File: src/rtl/record_timer_pkg.sv
// Shared types and constants for the recorder elapsed-seconds timer.
package record_timer_pkg;

    typedef enum logic [1:0] {
        IDLE  = 2'd0,
        RUN   = 2'd1,
        PAUSE = 2'd2,
        DONE  = 2'd3
    } timerState_e;

    // Code the seven-segment decoder renders as a blank display.
    localparam logic [5:0] TIME_BLANK = 6'd63;

    function automatic int blinkHalfCycles(input int cyclesPerSec);
        return (cyclesPerSec / 2 < 1) ? 1 : cyclesPerSec / 2;
    endfunction

endpackage

File: src/rtl/record_timer_if.sv
// Strobe/status bundle between the record/play control FSM and the timer.
interface record_timer_if;

    logic       i_start;
    logic       i_pause;
    logic       i_stop;
    logic [5:0] o_time;
    logic       o_running;
    logic       o_done;

    modport master (
        output i_start, i_pause, i_stop,
        input  o_time, o_running, o_done
    );

    modport slave (
        input  i_start, i_pause, i_stop,
        output o_time, o_running, o_done
    );

endinterface

File: src/rtl/record_timer_sec_tick_gen.sv
// Prescaler that emits a one-cycle tick every CYCLES_PER_SEC enabled cycles.
module sec_tick_gen #(
    parameter int CYCLES_PER_SEC = 50_000_000
) (
    input  logic i_clk,
    input  logic i_rst,
    input  logic i_en,
    input  logic i_clr,
    output logic o_tick
);

    localparam int             CNT_W = $clog2(CYCLES_PER_SEC);
    localparam logic [CNT_W-1:0] LAST = CNT_W'(CYCLES_PER_SEC - 1);

    logic [CNT_W-1:0] count_q;
    logic [CNT_W-1:0] count_d;

    assign o_tick = i_en && (count_q == LAST);

    // Clear outranks enable so a restart always begins a full second.
    always_comb begin
        count_d = count_q;
        if (i_clr) begin
            count_d = '0;
        end else if (i_en) begin
            count_d = (count_q == LAST) ? '0 : count_q + CNT_W'(1);
        end
    end

    always_ff @(posedge i_clk) begin
        if (i_rst) begin
            count_q <= '0;
        end else begin
            count_q <= count_d;
        end
    end

endmodule

File: src/rtl/record_timer.sv
// Elapsed-seconds timer with start/pause/stop strobes and a done pulse.
// Optional RECORD_TIMER_BLINK_EN makes the display blink while paused.
module record_timer
    import record_timer_pkg::*;
#(
    parameter int CYCLES_PER_SEC = 50_000_000,
    parameter int MAX_SEC        = 32
) (
    input  logic          i_clk,
    input  logic          i_rst,
    record_timer_if.slave bus
);

    localparam logic [5:0] MAX_CODE = 6'(MAX_SEC);

    timerState_e state_q;
    timerState_e state_d;
    logic [5:0]  time_q;
    logic [5:0]  time_d;
    logic [5:0]  timeInc;
    logic        running_q;
    logic        done_q;
    logic        done_d;
    logic        tickEn;
    logic        tickClr;
    logic        tick;

    sec_tick_gen #(
        .CYCLES_PER_SEC(CYCLES_PER_SEC)
    ) u_tick (
        .i_clk  (i_clk),
        .i_rst  (i_rst),
        .i_en   (tickEn),
        .i_clr  (tickClr),
        .o_tick (tick)
    );

    // Every cycle spent in RUN advances the prescaler, including the cycle a
    // pause strobe arrives, so no partial second is lost across a pause.
    always_comb begin
        state_d = state_q;
        time_d  = time_q;
        done_d  = 1'b0;
        tickEn  = (state_q == RUN);
        tickClr = 1'b0;
        timeInc = time_q + 6'd1;

        if (bus.i_stop) begin
            state_d = IDLE;
            time_d  = TIME_BLANK;
            tickClr = 1'b1;
        end else if (bus.i_start) begin
            state_d = RUN;
            time_d  = 6'd0;
            tickClr = 1'b1;
        end else begin
            case (state_q)
                RUN: begin
                    if (tick) begin
                        time_d = timeInc;
                        if (timeInc == MAX_CODE) begin
                            state_d = DONE;
                            done_d  = 1'b1;
                        end else if (bus.i_pause) begin
                            state_d = PAUSE;
                        end
                    end else if (bus.i_pause) begin
                        state_d = PAUSE;
                    end
                end
                PAUSE: begin
                    if (bus.i_pause) begin
                        state_d = RUN;
                    end
                end
                default: begin
                    state_d = state_q;
                end
            endcase
        end
    end

    always_ff @(posedge i_clk) begin
        if (i_rst) begin
            state_q   <= IDLE;
            time_q    <= TIME_BLANK;
            running_q <= 1'b0;
            done_q    <= 1'b0;
        end else begin
            state_q   <= state_d;
            time_q    <= time_d;
            running_q <= (state_d == RUN);
            done_q    <= done_d;
        end
    end

    assign bus.o_running = running_q;
    assign bus.o_done    = done_q;

`ifdef RECORD_TIMER_BLINK_EN
    localparam int BLINK_HALF = blinkHalfCycles(CYCLES_PER_SEC);
    localparam int BLINK_W    = $clog2(2 * BLINK_HALF);

    logic [BLINK_W-1:0] blinkCnt_q;
    logic [BLINK_W-1:0] blinkCnt_d;
    logic [5:0]         display_q;
    logic [5:0]         display_d;

    // Blink counter restarts on PAUSE entry; first half-period shows the value.
    always_comb begin
        blinkCnt_d = '0;
        if (state_d == PAUSE && state_q == PAUSE) begin
            blinkCnt_d = (blinkCnt_q == BLINK_W'(2 * BLINK_HALF - 1)) ?
                         '0 : blinkCnt_q + BLINK_W'(1);
        end
        display_d = time_d;
        if (state_d == PAUSE && blinkCnt_d >= BLINK_W'(BLINK_HALF)) begin
            display_d = TIME_BLANK;
        end
    end

    always_ff @(posedge i_clk) begin
        if (i_rst) begin
            blinkCnt_q <= '0;
            display_q  <= TIME_BLANK;
        end else begin
            blinkCnt_q <= blinkCnt_d;
            display_q  <= display_d;
        end
    end

    assign bus.o_time = display_q;
`else
    assign bus.o_time = time_q;
`endif

endmodule

File: src/flat_wrapper.sv
// flat-port wrapper written by rule: the top's interface ports become plain ports
module record_timer_flat import record_timer_pkg::*;
#(
    parameter int CYCLES_PER_SEC = 50_000_000,
    parameter int MAX_SEC        = 32
)
  (i_clk, i_rst, bus_i_start, bus_i_pause, bus_i_stop, bus_o_time, bus_o_running, bus_o_done);
  record_timer_if bus_i ();
  input  logic i_clk;
  input  logic i_rst;
  input wire logic [$bits(bus_i.i_start)-1:0] bus_i_start;
  input wire logic [$bits(bus_i.i_pause)-1:0] bus_i_pause;
  input wire logic [$bits(bus_i.i_stop)-1:0] bus_i_stop;
  output wire logic [$bits(bus_i.o_time)-1:0] bus_o_time;
  output wire logic [$bits(bus_i.o_running)-1:0] bus_o_running;
  output wire logic [$bits(bus_i.o_done)-1:0] bus_o_done;
  assign bus_i.i_start = bus_i_start;
  assign bus_i.i_pause = bus_i_pause;
  assign bus_i.i_stop = bus_i_stop;
  assign bus_o_time = bus_i.o_time;
  assign bus_o_running = bus_i.o_running;
  assign bus_o_done = bus_i.o_done;
  record_timer #(.CYCLES_PER_SEC(CYCLES_PER_SEC), .MAX_SEC(MAX_SEC)) u_core (.i_clk(i_clk), .i_rst(i_rst), .bus(bus_i));
endmodule
File: config.mk
export PLATFORM = sky130hd
export DESIGN_NAME = record_timer_flat
export DESIGN_NICKNAME = d
export VERILOG_FILES = /design/src/rtl/record_timer_pkg.sv /design/src/rtl/record_timer_if.sv /design/src/rtl/record_timer_sec_tick_gen.sv /design/src/rtl/record_timer.sv /design/src/flat_wrapper.sv
export SDC_FILE = /design/constraint.sdc
export NUM_CORES = 1
export LEC_CHECK = 0
export CORE_MARGIN = 5
export CORE_UTILIZATION = 25
export CTS_BUF_LIST = sky130_fd_sc_hd__clkbuf_8 sky130_fd_sc_hd__clkbuf_16
export DETAILED_ROUTE_END_ITERATION = 8
export GPL_TIMING_DRIVEN = 0
export PLACE_DENSITY_LB_ADDON = 0.1
export SLEW_MARGIN = 25
export SYNTH_ARGS = -nofsm -noshare
export SYNTH_HDL_FRONTEND = slang
export SYNTH_SLANG_ARGS = --single-unit
File: constraint.sdc
create_clock -name i_clk -period 2.3 [get_ports i_clk]
set_input_delay 0.345 -clock i_clk [delete_from_list [all_inputs] [get_ports i_clk]]
set_output_delay 0.345 -clock i_clk [all_outputs]
set_load 0.03 [all_outputs]
==> flow_summary.json <==
{
  "status": "finished clean",
  "syn-cell-area_um2": 1840,
  "combPwrFrac_pct": 6.8,
  "initial_utilization_pct": 25.5,
  "routed_wl_mm": 4.34,
  "finalClockSkew_ps": 7.00,
  "hold_class": "reg -> reg",
  "drtPass1Iterations": 4,
  "cp_slowest_cell": "or4_4",
  "grt_overflow_total": 0,
  "placed_cell_area_um2": 2080,
  "worstPathMaxFanout": 10,
  "crit_chain": "ha_1 -> buf_6 -> nand3_1 -> or4_4 -> clkbuf_8 -> a2111o_1 -> a21oi_1",
  "rsz0062_at_grt": "no",
  "fp.dieH_um": 95.7,
  "synthSimpleGateAreaFrac_pct": 30.6,
  "cpPeakStageDelay_ps": 570,
  "p_leak_nw": 0.713,
  "grt_pass1_vias": 1540,
  "timing.final.crit_share_pct": 94.0,
  "drive_gt1_share_pct": 9.24,
  "syn-num-nets": 227,
  "end_kind": "flip-flop",
  "grt_max_degree": 12,
  "antenna_found_initial": 0,
  "grt_pass1_wl_mm": 7.43,
  "swShare_pct": 21.9,
  "seq_area_frac_synth_pct": 39.2,
  "layout_commonest_cell": "dfxtp_1",
  "cpLargestDelayFamily": "simple AND/OR/NAND/NOR gates",
  "internal_power_w": 0.00105,
  "syn2layout_area_growth_pct": 20.4,
  "antennaDiodeCount": 0,
  "critPathKind": "reg -> reg",
  "crit_start": "u_core.state_q[0]$_SDFF_PP0_",
  "tns_ps": 0,
  "crit_buf_inv": 2,
  "wire_per_inst_um": 12.9,
  "numClockSinks": 36,
  "synth-seq-cells": 36,
  "clock_path_buffers": 2,
  "h-tree-depth": 2,
  "yosysWarningCount": 0,
  "cts-root-buf": "clkbuf_8",
  "clkSlewWorstSetupHoldPaths_ps": 80,
  "synth_compound_area_share_pct": 15.9,
  "antenna_left": 0,
  "max_slew_margin_pct": 70.1,
  "clkPwrFrac_pct": 45.8,
  "ir_drop_v": 0.000270,
  "io_buffer_count": 12,
  "cp.arrival_ps": 2380,
  "start_kind": "flip-flop",
  "clk_latency_ps": 290,
  "tritoncts": "yes",
  "seqPwrFrac_pct": 47.4,
  "synth_fa_ha_area_share_pct": 2.72,
  "setup_viol": 0,
  "syn-mean-instance-area_um2": 8.43,
  "tightestPinTransition_ps": 448,
  "hold_path.startpoint": "u_core.u_tick.count_q[25]$_SDFFE_PP0P_",
  "register_area_um2": 721,
  "synthMuxAreaShare_pct": 0.545,
  "die_area_um2": 9170,
  "synth_xor_xnor_area_share_pct": 6.19,
  "core-area_um2": 7210,
  "syn_inst": 218,
  "pin_count": 13,
  "synth_cell_type_count": 48,
  "gp_congestion": 0.783,
  "dpl.hpwl_mm": 3.12,
  "p_per_area_nw_per_um2": 609,
  "via_per_inst": 4.80,
  "die_w_um": 95.7,
  "track_usage_pct": 10.3,
  "final_cell_mix": "dfxtp_1, nor2_1, nand2_1",
  "fillers": 795,
  "multi_input_area_um2": 1030,
  "maxCapViolCount": 0,
  "num_vias": 1617,
  "total_power_w": 0.00135,
  "slew_violations": 0,
  "drtIter0Drc": 50,
  "max_clock_freq_ghz": 0.462,
  "rows": 31,
  "period_minus_slack_ps": 2160,
  "worstReg2RegStart": "u_core.state_q[0]$_SDFF_PP0_",
  "cts_buffers": 5,
  "required_ps": 2510,
  "p_switching_w": 0.000295,
  "final_cell_area_um2": 2210,
  "hold_viol_final": 0,
  "synth_top_family_by_area": "simple AND/OR/NAND/NOR gates",
  "fin_nets": 246,
  "drc": 0
}
==> worst min-delay path, delay by kind of cell (launching register included) <==
| family | cells | cell delay [ps] |
|---|---|---|
| AO/OA/AOI/OAI | 2 | 110 |
| flip-flops | 1 | 320 |
==> logic make-up after synthesis <==
| family | count (synthesis) |
|---|---|
| simple gates | 103 |
| compound gates | 45 |
| flops | 36 |
| buf+inv | 16 |
| xor+xnor | 13 |
| fa+ha+maj | 4 |
| mux | 1 |
==> area by class of cell <==
type	instances	area share [%]
Timing Repair Buffer	13	5.77
Multi-Input combinational cell	166	46.5
Tap cell	99	5.60
Sequential cell	36	32.6
Clock buffer	7	4.36
Buffer	9	2.83
Clock inverter	1	1.36
Inverter	6	1.02
==> worst paths after layout <==
kind / end / slack [ps] / cells past startpoint
setup / recovery: u_core.u_tick.count_q[18]$_SDFFE_PP0P_ / 140 / 7
hold / removal: u_core.u_tick.count_q[25]$_SDFFE_PP0P_ / 480 / 2
setup reg to reg: u_core.u_tick.count_q[18]$_SDFFE_PP0P_ / 140 / 7
hold reg to reg: u_core.u_tick.count_q[25]$_SDFFE_PP0P_ / 480 / 2
==> synthesized netlist by cell type, drive strengths merged <==
cell	n	area (um^2)
o211a	1	10.0
o211ai	3	22.5
a21boi	1	7.51
nor2	22	82.6
or3	9	58.8
nor4b	1	8.76
nand2	17	63.8
nor3	7	35.0
and4	6	53.8
o31a	1	8.76
clkbuf	5	30.0
a21oi	15	75.1
nor3b	1	7.51
a21o	1	7.51
o32a	1	10.0
and2	2	12.5
nand2b	1	6.26
o2bb2ai	1	8.76
nand3	14	70.1
nor2b	3	18.8
nor4	2	12.5
and3	5	31.3
a311o	1	10.0
a22o	1	8.76
buf	5	36.3
o311ai	2	17.5
or2	1	6.26
or4	5	45.0
inv	6	22.5
mux2i	1	10.0
o31ai	2	15.0
xor2	7	61.3
o21ai	11	55.1
o2111ai	2	17.5
a31oi	1	6.26
xnor2	6	52.6
a2111o	1	11.3
dfxtp	36	721
nand4	7	50.1
ha	4	50.1
==> what timing repair did <==
item                       4_1_cts  5_1_grt
setup endpoints to repair        0       21
setup buffers                    0        1
gates resized for setup          0        0
hold buffers                     0        0
==> metrics by stage <==
stage / std cells / setup slack, ps / hold WS (ps) / utilization, %
after global routing: 337 / 37.1 / 518 / 30.7
after CTS: 337 / 77.5 / 480 / 30.6
after floorplan: 218 / 365 / 447 / -
after global placement: 329 / 74.0 / 470 / 28.9
after detailed placement: 329 / 99.3 / 468 / 28.9
final: 337 / 137 / 476 / 30.7
==> metal layers <==
metal,GRT usage [%],wire length [um],vias to the layer above
met4,4.27,42,0
met2,16.5,1970,24
met3,2.81,171,4
met1,13.0,2160,751
li1,-,-,838
met5,0,0,-
==> registers in the layout (all words and copies together) (netlist names) <==
name / flops
u_core.bus.o_time: 6
u_core.bus.o_running: 1
u_core.u_tick.count_q: 26
u_core.bus.o_done: 1
u_core.state_q: 2
==> power groups by stage <==
stage / clock [W] / combinational, W / sequential (W)
floorplan: 0 / 0.0000456 / 0.000664
global placement: 0 / 0.0000924 / 0.000654
detailed placement: 0 / 0.0000918 / 0.000653
CTS: 0.000643 / 0.0000923 / 0.000638
global route: 0.000673 / 0.000100 / 0.000640
finish: 0.000616 / 0.0000917 / 0.000639
(Power assumes the default switching activity.)
